==> src/rtl/tx_sequencer_if.sv <==
// Requester/sequencer bundle for the Tx opcode sequencer.
// The requester drives job controls; the sequencer drives status and Tx.
interface tx_sequencer_if #(
    parameter int SHIFT_W = 3
);
    logic               start;
    logic [SHIFT_W-1:0] shift_count;
    logic               abort;
    logic [1:0]         Tx;
    logic               busy;
    logic               done;
    logic [4:0]         etapa;
    logic [2:0]         load_idx;

    modport master (
        output start, shift_count, abort,
        input  Tx, busy, done, etapa, load_idx
    );

    modport slave (
        input  start, shift_count, abort,
        output Tx, busy, done, etapa, load_idx
    );
endinterface

==> src/rtl/tx_sequencer.sv <==
// Job sequencer driving the 2-bit Tx opcode bus of the register/memory
// datapath: CLEAR, a LOAD burst, N SHIFTLs, then back to HOLD.
module tx_sequencer #(
    parameter int LOAD_WORDS = 3,
    parameter int SHIFT_W    = 3
) (
    input  logic clock,
    input  logic reset_n,
    tx_sequencer_if.slave bus
);
    localparam logic [1:0] OP_RESET  = 2'b00;
    localparam logic [1:0] OP_LOAD   = 2'b01;
    localparam logic [1:0] OP_HOLD   = 2'b10;
    localparam logic [1:0] OP_SHIFTL = 2'b11;
    localparam logic [2:0] LAST_IDX  = 3'(LOAD_WORDS - 1);

    typedef enum logic [2:0] {
        IDLE, CLEAR, LOAD, SHIFT, DONE, ABORT
    } state_t;

    state_t             state, nxt;
    logic [SHIFT_W-1:0] sh_lat, sh_lat_n;
    logic [SHIFT_W-1:0] rem, rem_n;
    logic [2:0]         idx_n;
    logic [4:0]         et_n;
    logic [1:0]         tx_n;
    logic               busy_n;
    logic               done_n;

    always_ff @(posedge clock) begin
        if (!reset_n) begin
            state        <= IDLE;
            sh_lat       <= '0;
            rem          <= '0;
            bus.Tx       <= OP_HOLD;
            bus.busy     <= 1'b0;
            bus.done     <= 1'b0;
            bus.etapa    <= 5'd0;
            bus.load_idx <= 3'd0;
        end else begin
            state        <= nxt;
            sh_lat       <= sh_lat_n;
            rem          <= rem_n;
            bus.Tx       <= tx_n;
            bus.busy     <= busy_n;
            bus.done     <= done_n;
            bus.etapa    <= et_n;
            bus.load_idx <= idx_n;
        end
    end

    always_comb begin
        nxt      = state;
        sh_lat_n = sh_lat;
        rem_n    = rem;
        idx_n    = 3'd0;
        unique case (state)
            IDLE: begin
                if (bus.start) begin
                    nxt      = CLEAR;
                    sh_lat_n = bus.shift_count;
                end
            end
            DONE: begin
                if (bus.start) begin
                    nxt      = CLEAR;
                    sh_lat_n = bus.shift_count;
                end else begin
                    nxt = IDLE;
                end
            end
            CLEAR: nxt = bus.abort ? ABORT : LOAD;
            LOAD: begin
                if (bus.abort) begin
                    nxt = ABORT;
                end else if (bus.load_idx == LAST_IDX) begin
                    if (sh_lat != '0) begin
                        nxt   = SHIFT;
                        rem_n = sh_lat;
                    end else begin
                        nxt = DONE;
                    end
                end else begin
                    idx_n = bus.load_idx + 3'd1;
                end
            end
            SHIFT: begin
                if (bus.abort) begin
                    nxt = ABORT;
                end else if (rem == SHIFT_W'(1)) begin
                    nxt = DONE;
                end else begin
                    rem_n = rem - SHIFT_W'(1);
                end
            end
            ABORT: nxt = IDLE;
            default: nxt = IDLE;
        endcase
    end

    // Outputs decode the next state so they align with the state register.
    always_comb begin
        tx_n   = OP_HOLD;
        busy_n = 1'b0;
        done_n = 1'b0;
        et_n   = bus.etapa;
        unique case (nxt)
            CLEAR: begin
                tx_n   = OP_RESET;
                busy_n = 1'b1;
                et_n   = 5'd1;
            end
            LOAD: begin
                tx_n   = OP_LOAD;
                busy_n = 1'b1;
            end
            SHIFT: begin
                tx_n   = OP_SHIFTL;
                busy_n = 1'b1;
            end
            ABORT: begin
                tx_n   = OP_RESET;
                busy_n = 1'b1;
            end
            DONE:    done_n = 1'b1;
            default: tx_n   = OP_HOLD;
        endcase
        if (nxt == LOAD || nxt == SHIFT || nxt == ABORT) begin
            if (bus.etapa != 5'd31) et_n = bus.etapa + 5'd1;
        end
    end
endmodule

==> src/flat_wrapper.sv <==
// flat-port wrapper written by rule: the top's interface ports become plain ports
module tx_sequencer_flat 
#(
    parameter int LOAD_WORDS = 3,
    parameter int SHIFT_W    = 3
)
  (clock, reset_n, bus_start, bus_shift_count, bus_abort, bus_Tx, bus_busy, bus_done, bus_etapa, bus_load_idx);
  tx_sequencer_if #(.SHIFT_W(SHIFT_W)) bus_i ();
  input  logic clock;
  input  logic reset_n;
  input wire logic [$bits(bus_i.start)-1:0] bus_start;
  input wire logic [$bits(bus_i.shift_count)-1:0] bus_shift_count;
  input wire logic [$bits(bus_i.abort)-1:0] bus_abort;
  output wire logic [$bits(bus_i.Tx)-1:0] bus_Tx;
  output wire logic [$bits(bus_i.busy)-1:0] bus_busy;
  output wire logic [$bits(bus_i.done)-1:0] bus_done;
  output wire logic [$bits(bus_i.etapa)-1:0] bus_etapa;
  output wire logic [$bits(bus_i.load_idx)-1:0] bus_load_idx;
  assign bus_i.start = bus_start;
  assign bus_i.shift_count = bus_shift_count;
  assign bus_i.abort = bus_abort;
  assign bus_Tx = bus_i.Tx;
  assign bus_busy = bus_i.busy;
  assign bus_done = bus_i.done;
  assign bus_etapa = bus_i.etapa;
  assign bus_load_idx = bus_i.load_idx;
  tx_sequencer #(.LOAD_WORDS(LOAD_WORDS), .SHIFT_W(SHIFT_W)) u_core (.clock(clock), .reset_n(reset_n), .bus(bus_i));
endmodule
==> config.mk <==
export PLATFORM = sky130hd
export DESIGN_NAME = tx_sequencer_flat
export DESIGN_NICKNAME = d
export VERILOG_FILES = /design/src/rtl/tx_sequencer_if.sv /design/src/rtl/tx_sequencer.sv /design/src/flat_wrapper.sv
export SDC_FILE = /design/constraint.sdc
export NUM_CORES = 1
export LEC_CHECK = 0
export ABC_AREA = 1
export BUFFER_PORTS_ARGS = -buffer_cell sky130_fd_sc_hd__buf_2
export CAP_MARGIN = 10
export CORE_ASPECT_RATIO = 0.7
export CORE_MARGIN = 5
export CORE_UTILIZATION = 50
export CTS_BUF_LIST = sky130_fd_sc_hd__clkbuf_4 sky130_fd_sc_hd__clkbuf_8
export DETAILED_ROUTE_END_ITERATION = 16
export PLACE_DENSITY = 0.78
export SLEW_MARGIN = 20
export SYNTH_ARGS = -nofsm -noshare
export SYNTH_HDL_FRONTEND = slang
export SYNTH_SLANG_ARGS = --single-unit
==> constraint.sdc <==
create_clock -name clock -period 1.4 [get_ports clock]
set_clock_uncertainty 0.15 [all_clocks]
set_input_delay 0.14 -clock clock [delete_from_list [all_inputs] [get_ports clock]]
set_output_delay 0.14 -clock clock [all_outputs]
set_load 0.005 [all_outputs]
==> results of run 1 <==
==> worst max-delay path: stages, from the launching register on <==
cell and delay [ns]:
dfxtp_2 0.34, inv_2 0.06, ha_4 0.12, inv_2 0.04, nor2_4 0.11, nand3_4 0.09
nand2_2 0.08, nand2_2 0.06, nand2_4 0.09, nand3_4 0.12, nand2_4 0.12, nand2_1 0.06
a21oi_1 0.13
==> per-stage QoR <==
| stage | util, % | TNS (ns) | setup WS, ns | hold slack (ns) |
|---|---|---|---|---|
| 6_report | 74.4 | -1.73 | -0.249 | -0.0327 |
| 5_1_grt | 74.4 | -3.44 | -0.338 | -0.00575 |
| 4_1_cts | 74.2 | -1.72 | -0.238 | -0.0255 |
| 3_5_place_dp | 69.2 | -2.21 | -0.311 | 0.253 |
| 3_3_place_gp | 69.2 | -1.25 | -0.184 | 0.242 |
| 2_1_floorplan | - | -0.607 | -0.111 | 0.106 |
==> timing repair <==
item,CTS,global route
pin swaps,3,2
endpoints found under the hold margin,7,1
setup endpoints to repair,14,18
resized for setup,14,3
==> worst min-delay path by stage <==
stage / from / endpoint / slack [ns] / cells after the start
final: reset_n / u_core.sh_lat[2] / -0.03 / 3
after global routing: reset_n / u_core.sh_lat[2] / -0.006 / 3
after CTS: reset_n / u_core.sh_lat[2] / -0.03 / 3
after detailed placement: bus_shift_count[0] / u_core.sh_lat[0] / 0.25 / 3
after global placement: bus_shift_count[0] / u_core.sh_lat[0] / 0.24 / 3
after floorplan: reset_n / u_core.state[2] / 0.11 / 2
==> placed cells by master, fill, tap and decap left out, drive strengths merged, types with 4 or more instances in the layout <==
cell type,Yosys,layout
dfxtp,21,21
nor2,23,23
o21ai,15,15
clkbuf,1,4
nand2,29,29
inv,23,23
nand3,19,19
buf,0,42
a21oi,12,12
ha,6,6
==> final cells by class <==
| type | instances | area, sq um |
|---|---|---|
| Timing Repair Buffer | 45 | 300 |
| Clock buffer | 4 | 30.0 |
| Tap cell | 32 | 40.0 |
| Sequential cell | 21 | 430 |
| Multi-Input combinational cell | 110 | 733 |
| Fill cell | 159 | 561 |
| Inverter | 25 | 95.1 |
==> layer usage <==
metal	global-route usage (%)	routed length [um]
met1	22.6	1230
met5	0	0
met4	3.63	30
met3	5.36	205
met2	33.8	1390
==> power by group <==
group / total (mW) / switching [mW] / leakage, nW / internal, mW
clock network: 0.323 / 0.192 / 0.0184 / 0.131
registers: 0.653 / 0.0219 / 0.175 / 0.631
logic: 0.316 / 0.180 / 0.535 / 0.136
==> flip-flops by register name (all words and copies together) (netlist names) <==
register,cells
u_core.rem,3
u_core.sh_lat,3
u_core.bus.Tx,2
u_core.bus.busy,1
u_core.bus.done,1
u_core.bus.etapa,5
u_core.state,3
u_core.bus.load_idx,3
==> cell families after synthesis <==
family | Yosys count | share of synthesized area (%)
buffers and inverters | 26 | 8.46
AO/OA/AOI/OAI | 27 | 11.9
XOR/XNOR | 3 | 2.25
adder cells (fa/ha/maj) | 6 | 6.42
flip-flops | 21 | 36.0
AND/OR/NAND/NOR | 74 | 35.0
==> run summary, run 1 <==
Syn. warnings - 0
Core area - 0.00219 sq mm
Layout cells sized above 1 - 48.3%
Final Critical Period - 1.65 ns
Total number of vias - 1176
Boundary Pins - 19
Clock Tree Root - clkbuf_4
Register area share after synthesis - 36.0%
Worst Tran Pin Value - 0.333 ns
Crit path DAT - 1.74 ns
Avg WL per Cell - 12.1 um
Leakage power - 0.728 nW
Die area - 0.00342 sq mm
Post-synth cell types - 25
Peak supply drop - 0.550 mV
Postcts setup bufs - 0
Diode count - 0
Post-synth EDFFs - 0
Worst R2R Path Depth - 12
Max-cap violations - 0
HPWL Detailed - 2300 um
Synthesized Nets - 170
Async SR Flop Fraction - 0%
TritonCTS clock tree - built
Pre-Repair DR Iteration Count - 4
Total global-route track usage - 18.9%
Initial core utilization - 53.4%
Number of global-route vias before repair - 1141
Failing checks - hold timing, setup timing
Layout area overhead - 39.4%
Port Buffers - 18
Main synth FF type - dfxtp_1
RR Startpoint - u_core.bus.load_idx[0]
Startpoint Class - flip-flop
# clock sinks - 21
Status - finished, violations left
Slew Limit Headroom - 77.6%
Crit path from - u_core.bus.load_idx[0]
Fmax - 0.606 GHz
Final Wtd Congestion - 0.895
Routed Antenna Nets - 0
Worst setup EP type - flip-flop
Die height - 50.5 um
Largest net degree at the start of global routing - 12
Reg2reg setup slack - -0.25 ns
Placed Cells - 230
CTS Buf Count - 3
Hold_buf cts - 3
First-pass GRT wire length - 4900 um
# nets final - 219
Antenna violations before repair - 0
Avg Synthesized Cell Area - 7.44 sq um
Pwr Density - 793 mW/mm^2
Insertion delay to the later sink of the worst-skew pair - 0.31 ns
Crit share post-route - 118%
WS Path Type - flip-flop to flip-flop
Total chip power - 1.29 mW
CTS clk-pin slew, worst paths - 0.12 ns
Yosys top cell area share - 36.0%
DRC violations left - 0
Syn Inst Count - 157
Final hold slack - -0.0327 ns
CP max FO - 6
Number of vias per cell - 4.96
Setup Viol. Count Final - 14
Clk buf depth - 2
Max-slew violation count - 0
Initial DRC count - 52
Critical Path Sink - u_core.bus.etapa[4]
GR Overflow Total - 0
Final WL - 2860 um
Max H-tree Level - 1
Die width - 67.8 um
Placed cell area - 0.00152 sq mm
Synthesized area - 0.00117 sq mm
Site Rows - 14
Design area - 0.00163 sq mm
FF-to-FF End - u_core.bus.etapa[4]
Non-Filler Instances - 237
Hold Path Class - input port to flip-flop
Cell with the most instances after synthesis - nand2_1
Most frequent cells after synthesis - nand2_1 (22), dfxtp_1 (21), nor2_1 (17), inv_1 (16), nand3_1 (14)
Final WS setup - -0.249 ns
Ranking of synthesized cells by area - dfxtp_1 (36%), nand2_1 (7.1%), ha_1 (6.4%), nand3_1 (6.0%), nor2_1 (5.5%)
CP required - 1.49 ns
Hold Vio Cnt, Final - 1
Synth area leader - dfxtp_1
Seq cells post-synth - 21
RSZ-0062 raised after global routing - true
Note: power is estimated with default switching activity, not from simulation.
==> run 2, diff against run 1 <==
--- a/config.mk
+++ b/config.mk
@@ -8,7 +8,6 @@
 export ABC_AREA = 1
 export BUFFER_PORTS_ARGS = -buffer_cell sky130_fd_sc_hd__buf_2
 export CAP_MARGIN = 10
-export CORE_ASPECT_RATIO = 0.7
 export CORE_MARGIN = 5
 export CORE_UTILIZATION = 50
 export CTS_BUF_LIST = sky130_fd_sc_hd__clkbuf_4 sky130_fd_sc_hd__clkbuf_8
==> run summary, run 2 (synthesis results as in run 1) <==
Boundary Pins - 19 (unchanged)
Crit share post-route - 119% (+1.5 points)
Antenna violations before repair - 0 (unchanged)
Worst R2R Path Depth - 12 (unchanged)
Number of global-route vias before repair - 1183 (+3.7%)
FILL cells - 163 (+2.5%)
DRC violations left - 0 (unchanged)
Final hold slack - -0.00356 ns (+0.0292 ns)
Worst setup EP type - flip-flop
Initial core utilization - 52.8% (-0.54 points)
# nets final - 221 (+0.91%)
Site Rows - 17 (+3)
Max-cap violations - 0 (unchanged)
# clock sinks - 21 (unchanged)
Layout cells sized above 1 - 49.3% (+0.98 points)
Non-Filler Instances - 235 (-0.84%)
Final Wtd Congestion - 0.825 (-7.8%)
Setup Viol. Count Final - 14 (unchanged)
Placed Cells - 223 (-3.0%)
Die width - 58.3 um (-14%)
Max-slew violation count - 0 (unchanged)
Core area - 0.00221 sq mm (+1.0%)
Startpoint Class - flip-flop
FF-to-FF End - u_core.bus.etapa[3]
Largest stage delay, worst path - 0.34 ns (about the same)
Pre-CTS setup slack - -0.228 ns (+0.0831 ns)
RR Startpoint - u_core.bus.load_idx[0]
Hold Path Class - input port to flip-flop
CP Buf/Inv Count - 3 (+1)
Total chip power - 1.32 mW (+2.1%)
Max FFs per register - 5 (unchanged)
RSZ-0062 raised after global routing - true
CTS Buf Count - 3 (unchanged)
Sequential cell area - 432 sq um (+0.29%)
CP Cell Sequence - inv_2, ha_4, inv_2, nor2_4, nand3_4, nand2_2, nand2_2, nand2_4, nand3_4, buf_6, nand3_1, a21oi_1
Delay-heaviest family, CP - simple AND/OR/NAND/NOR gates
Critical path depth - 12 (unchanged)
Avg WL per Cell - 12.8 um (+6.3%)
Pre-Repair DR Iteration Count - 4 (unchanged)
Layout area overhead - 43.0%
Pwr Density - 789 mW/mm^2 (-0.54%)
GR Overflow Total - 0 (unchanged)
Max H-tree Level - 1 (unchanged)
Final WL - 3020 um (+5.4%)
Reg2reg setup slack - -0.27 ns (-0.02 ns)
Largest net degree at the start of global routing - 12 (unchanged)
Clk buf depth - 2 (unchanged)
Total number of vias - 1187 (+0.94%)
Routed Antenna Nets - 0 (unchanged)
Register with the most flip-flops - u_core.bus.etapa
Hold Vio Cnt, Final - 2 (+1)
Final WS setup - -0.270 ns (-0.0213 ns)
Die area - 0.00340 sq mm (-0.46%)
Fmax - 0.599 GHz (-1.3%)
Area of the multi-input gates - 756 sq um (+3.1%)
Slew Limit Headroom - 77.5% (-0.12 points)
Status - finished, violations left
Clock Tree Root - clkbuf_4
Total global-route track usage - 18.1% (-0.76 points)
WS Path Type - flip-flop to flip-flop
Most common cell after layout, fill and taps aside - buf_4
Final Critical Period - 1.67 ns (+0.0213 ns)
Critical Path Sink - u_core.bus.etapa[3]
Failing checks - hold timing, setup timing
Peak supply drop - 0.583 mV (+5.9%)
CP max FO - 6 (unchanged)
Commonest non-fill, non-tap cells in the layout - buf_4 (23), nand2_1 (19), buf_2 (18)
CP max stage cell - dfxtp_2
Number of vias per cell - 5.05 (+1.8%)
First-pass GRT wire length - 4790 um (-2.3%)
HPWL Detailed - 2080 um (-9.6%)
Insertion delay to the later sink of the worst-skew pair - 0.32 ns (about the same)
Worst Tran Pin Value - 0.335 ns (+0.00183 ns)
Port Buffers - 18 (unchanged)
Crit path from - u_core.bus.load_idx[0]
CTS clk-pin slew, worst paths - 0.12 ns (about the same)
TritonCTS clock tree - built
Initial DRC count - 39 (-25%)
Setup TNS - -2.09 ns (-0.359 ns)
Leakage power - 0.740 nW (+1.6%)
Crit path DAT - 1.73 ns (about the same)
CP required - 1.46 ns (-0.03 ns)
Die height - 58.3 um (+16%)
Diode count - 0 (unchanged)
## run 2: what timing repair did
action / 4_1_cts / 5_1_grt
endpoints found under the setup margin: 14 / 17
pin swaps: 1 / 3
endpoints found under the hold margin: 7 / 0
buffers inserted: 0 / 3
gates resized for setup: 9 / 18
hold buffers: 5 / 0
gates cloned: 0 / 0
## run 2: worst reg2reg max path: stages (launching register included)
cell,delay (ns)
dfxtp_2,0.34
inv_2,0.06
ha_4,0.12
inv_2,0.04
nor2_4,0.11
nand3_4,0.10
nand2_2,0.08
nand2_2,0.06
nand2_4,0.11
nand3_4,0.12
buf_6,0.14
nand3_1,0.06
a21oi_1,0.07
## run 2: area by class of cell
type                    instances  area share [%]
multi-input cells             110            45.2
flip-flops and latches         21            25.8
repair buffers                 47            19.4
inverters                      25            5.69
well taps                      28            2.10
clock buffers                   4            1.80
## run 2: worst min path at each step
stage,start,endpoint,slack [ns],cells past startpoint
final,reset_n,u_core.bus.load_idx[1],-0.004,3
after global placement,bus_shift_count[0],u_core.sh_lat[0],0.25,3
after floorplan,reset_n,u_core.state[2],0.11,2
after global routing,reset_n,u_core.bus.load_idx[1],0.03,3
after CTS,reset_n,u_core.bus.load_idx[1],0.008,3
after detailed placement,bus_shift_count[0],u_core.sh_lat[0],0.26,3
## run 2: routing by layer
| layer | wire length, um | global-route usage (%) |
|---|---|---|
| met5 | 0 | 0 |
| met4 | 49 | 8.61 |
| met3 | 185 | 3.07 |
| met2 | 1500 | 32.4 |
| met1 | 1280 | 20.8 |
## run 2: through the flow
step	hold WS (ns)	area [sq um]	utilization [%]
after floorplan	0.106	1210	-
after global placement	0.248	1490	67.3
after detailed placement	0.263	1490	67.3
after CTS	0.00783	1600	72.2
after global routing	0.0280	1670	75.6
final	-0.00356	1670	75.6
## run 2: power breakdown
part | switching, mW | total (mW) | internal (mW) | leakage [nW]
Combinational | 0.193 | 0.340 | 0.147 | 0.546
Clock | 0.196 | 0.327 | 0.131 | 0.0184
Sequential | 0.0205 | 0.652 | 0.631 | 0.175
==> run 3, diff against run 2 <==
--- a/config.mk
+++ b/config.mk
@@ -9,10 +9,10 @@
 export BUFFER_PORTS_ARGS = -buffer_cell sky130_fd_sc_hd__buf_2
 export CAP_MARGIN = 10
 export CORE_MARGIN = 5
-export CORE_UTILIZATION = 50
+export CORE_UTILIZATION = 30
 export CTS_BUF_LIST = sky130_fd_sc_hd__clkbuf_4 sky130_fd_sc_hd__clkbuf_8
 export DETAILED_ROUTE_END_ITERATION = 16
-export PLACE_DENSITY = 0.78
+export PLACE_DENSITY = 0.52
 export SLEW_MARGIN = 20
 export SYNTH_ARGS = -nofsm -noshare
 export SYNTH_HDL_FRONTEND = slang
==> run summary, run 3 (synthesis results as in run 1) <==
Status - finished, violations left
Failing checks - setup timing
RR Startpoint - u_core.bus.load_idx[0]
Routed Antenna Nets - 0 (unchanged)
Total global-route track usage - 10.9% (-7.3 points)
Clk buf depth - 2 (unchanged)
Final WL - 2720 um (-9.9%)
Crit path DAT - 1.64 ns (-0.09 ns)
Most common cell after layout, fill and taps aside - buf_4
Fmax - 0.612 GHz (+2.3%)
Hold Path Class - input port to flip-flop
Max-slew violation count - 0 (unchanged)
Pre-Repair DR Iteration Count - 4 (unchanged)
Total chip power - 1.41 mW (+7.3%)
Design area - 0.00177 sq mm (+5.8%)
Slew Limit Headroom - 86.2% (+8.6 points)
CP max FO - 6 (unchanged)
Site Rows - 22 (+5)
Setup Viol. Count Final - 14 (unchanged)
Non-Filler Instances - 257 (+9.4%)
Worst Tran Pin Value - 0.205 ns (-0.130 ns)
Max-cap violations - 0 (unchanged)
Worst setup EP type - flip-flop
Largest stage delay, worst path - 0.33 ns (about the same)
Final WS setup - -0.234 ns (+0.0369 ns)
Number of vias per cell - 4.46 (-12%)
Crit share post-route - 117% (-2.6 points)
Setup TNS - -2.50 ns (-0.409 ns)
Placed cell area - 0.00154 sq mm (+3.2%)
RSZ-0062 raised after global routing - true
Avg WL per Cell - 10.6 um (-18%)
FILL cells - 356 (+120%)
Final Wtd Congestion - 0.826 (+0.11%)
Layout cells sized above 1 - 55.5% (+6.2 points)
Die width - 72.4 um (+24%)
WS Path Type - flip-flop to flip-flop
# nets final - 223 (+0.90%)
Diode count - 0 (unchanged)
Worst hold start - bus_shift_count[0]
Port Buffers - 18 (unchanged)
Insertion delay to the later sink of the worst-skew pair - 0.26 ns (-0.06 ns)
Commonest non-fill, non-tap cells in the layout - buf_4 (28), buf_2 (18), nand2_1 (17)
Core area - 0.00372 sq mm (+68%)
Total number of vias - 1145 (-3.5%)
Startpoint Class - flip-flop
CP max stage cell - dfxtp_2
HPWL Detailed - 2110 um (+1.8%)
Peak supply drop - 0.378 mV (-35%)
Largest net degree at the start of global routing - 12 (unchanged)
CTS Buf Count - 3 (unchanged)
Crit path from - u_core.bus.load_idx[0]
Pwr Density - 799 mW/mm^2 (+1.4%)
Leakage power - 0.767 nW (+3.6%)
Final hold slack - 0.00312 ns (+0.00668 ns)
GR Overflow Total - 0 (unchanged)
TritonCTS clock tree - built
Clock Tree Root - clkbuf_8
Max H-tree Level - 1 (unchanged)
Die height - 72.4 um (+24%)
Layout area overhead - 51.4%
Register with the most flip-flops - u_core.bus.etapa
CP required - 1.40 ns (-0.06 ns)
Initial core utilization - 31.4% (-21 points)
DRC violations left - 0 (unchanged)
Boundary Pins - 19 (unchanged)
Pre-CTS setup slack - -0.206 ns (+0.0221 ns)
Die area - 0.00524 sq mm (+54%)
Placed Cells - 246 (+10%)
Delay-heaviest family, CP - simple AND/OR/NAND/NOR gates
# clock sinks - 21 (unchanged)
Max FFs per register - 5 (unchanged)
Antenna violations before repair - 0 (unchanged)
Final Critical Period - 1.63 ns (-0.0369 ns)
Hold Vio Cnt, Final - 0 (-2)
Number of global-route vias before repair - 1089 (-7.9%)
CP Buf/Inv Count - 3 (unchanged)
First-pass GRT wire length - 4660 um (-2.7%)
Initial DRC count - 59 (+51%)
CP Cell Sequence - inv_2, ha_4, inv_4, nor2_4, nand3_4, nand2_2, nand2_2, nand2_4, nand3_4, buf_4, nand3_1, a21oi_1
CTS clk-pin slew, worst paths - 0.08 ns (-0.04 ns)
Fin util - 47.6% (-28 points)
Hold_buf cts - 0 (-5)
[run 3: power breakdown]
group          internal (mW)  leakage [nW]  switching (mW)  total (mW)
combinational          0.156         0.565           0.189       0.345
sequential             0.630         0.175          0.0216       0.652
clock                  0.222        0.0262           0.196       0.417
total                   1.01         0.767           0.406        1.41
[run 3: cell type report]
type | count | area [sq um] | share of cell area [%]
Clock buffer | 4 | 48.8 | 2.76
Inverter | 25 | 97.6 | 5.52
Sequential cell | 21 | 433 | 24.5
Timing Repair Buffer | 49 | 334 | 18.9
Multi-Input combinational cell | 110 | 796 | 45.0
Tap cell | 48 | 60.1 | 3.39
[run 3: timing repair]
action	in CTS	in global routing
setup endpoints to repair	18	18
pin swaps	4	6
gates cloned	0	0
setup buffers	1	6
resized for setup	9	31
[run 3: final timing paths]
kind | slack (ns) | end | cells past startpoint
worst max register to register | -0.23 | u_core.bus.etapa[2] | 12
worst max-delay path | -0.23 | u_core.bus.etapa[2] | 12
worst min register to register | 0.34 | u_core.sh_lat[2] | 2
worst min-delay path | 0.003 | u_core.sh_lat[0] | 3
[run 3: layer usage]
layer  track usage (%)  wire (um)
met1              13.4       1260
met2              19.6       1350
met3              2.22         97
met4              1.84          9
met5                 0          0
[run 3: worst reg2reg max path, cell delays in order (launching register included)]
cell	delay, ns
dfxtp_2	0.33
inv_2	0.06
ha_4	0.14
inv_4	0.04
nor2_4	0.11
nand3_4	0.10
nand2_2	0.07
nand2_2	0.06
nand2_4	0.10
nand3_4	0.11
buf_4	0.15
nand3_1	0.07
a21oi_1	0.06
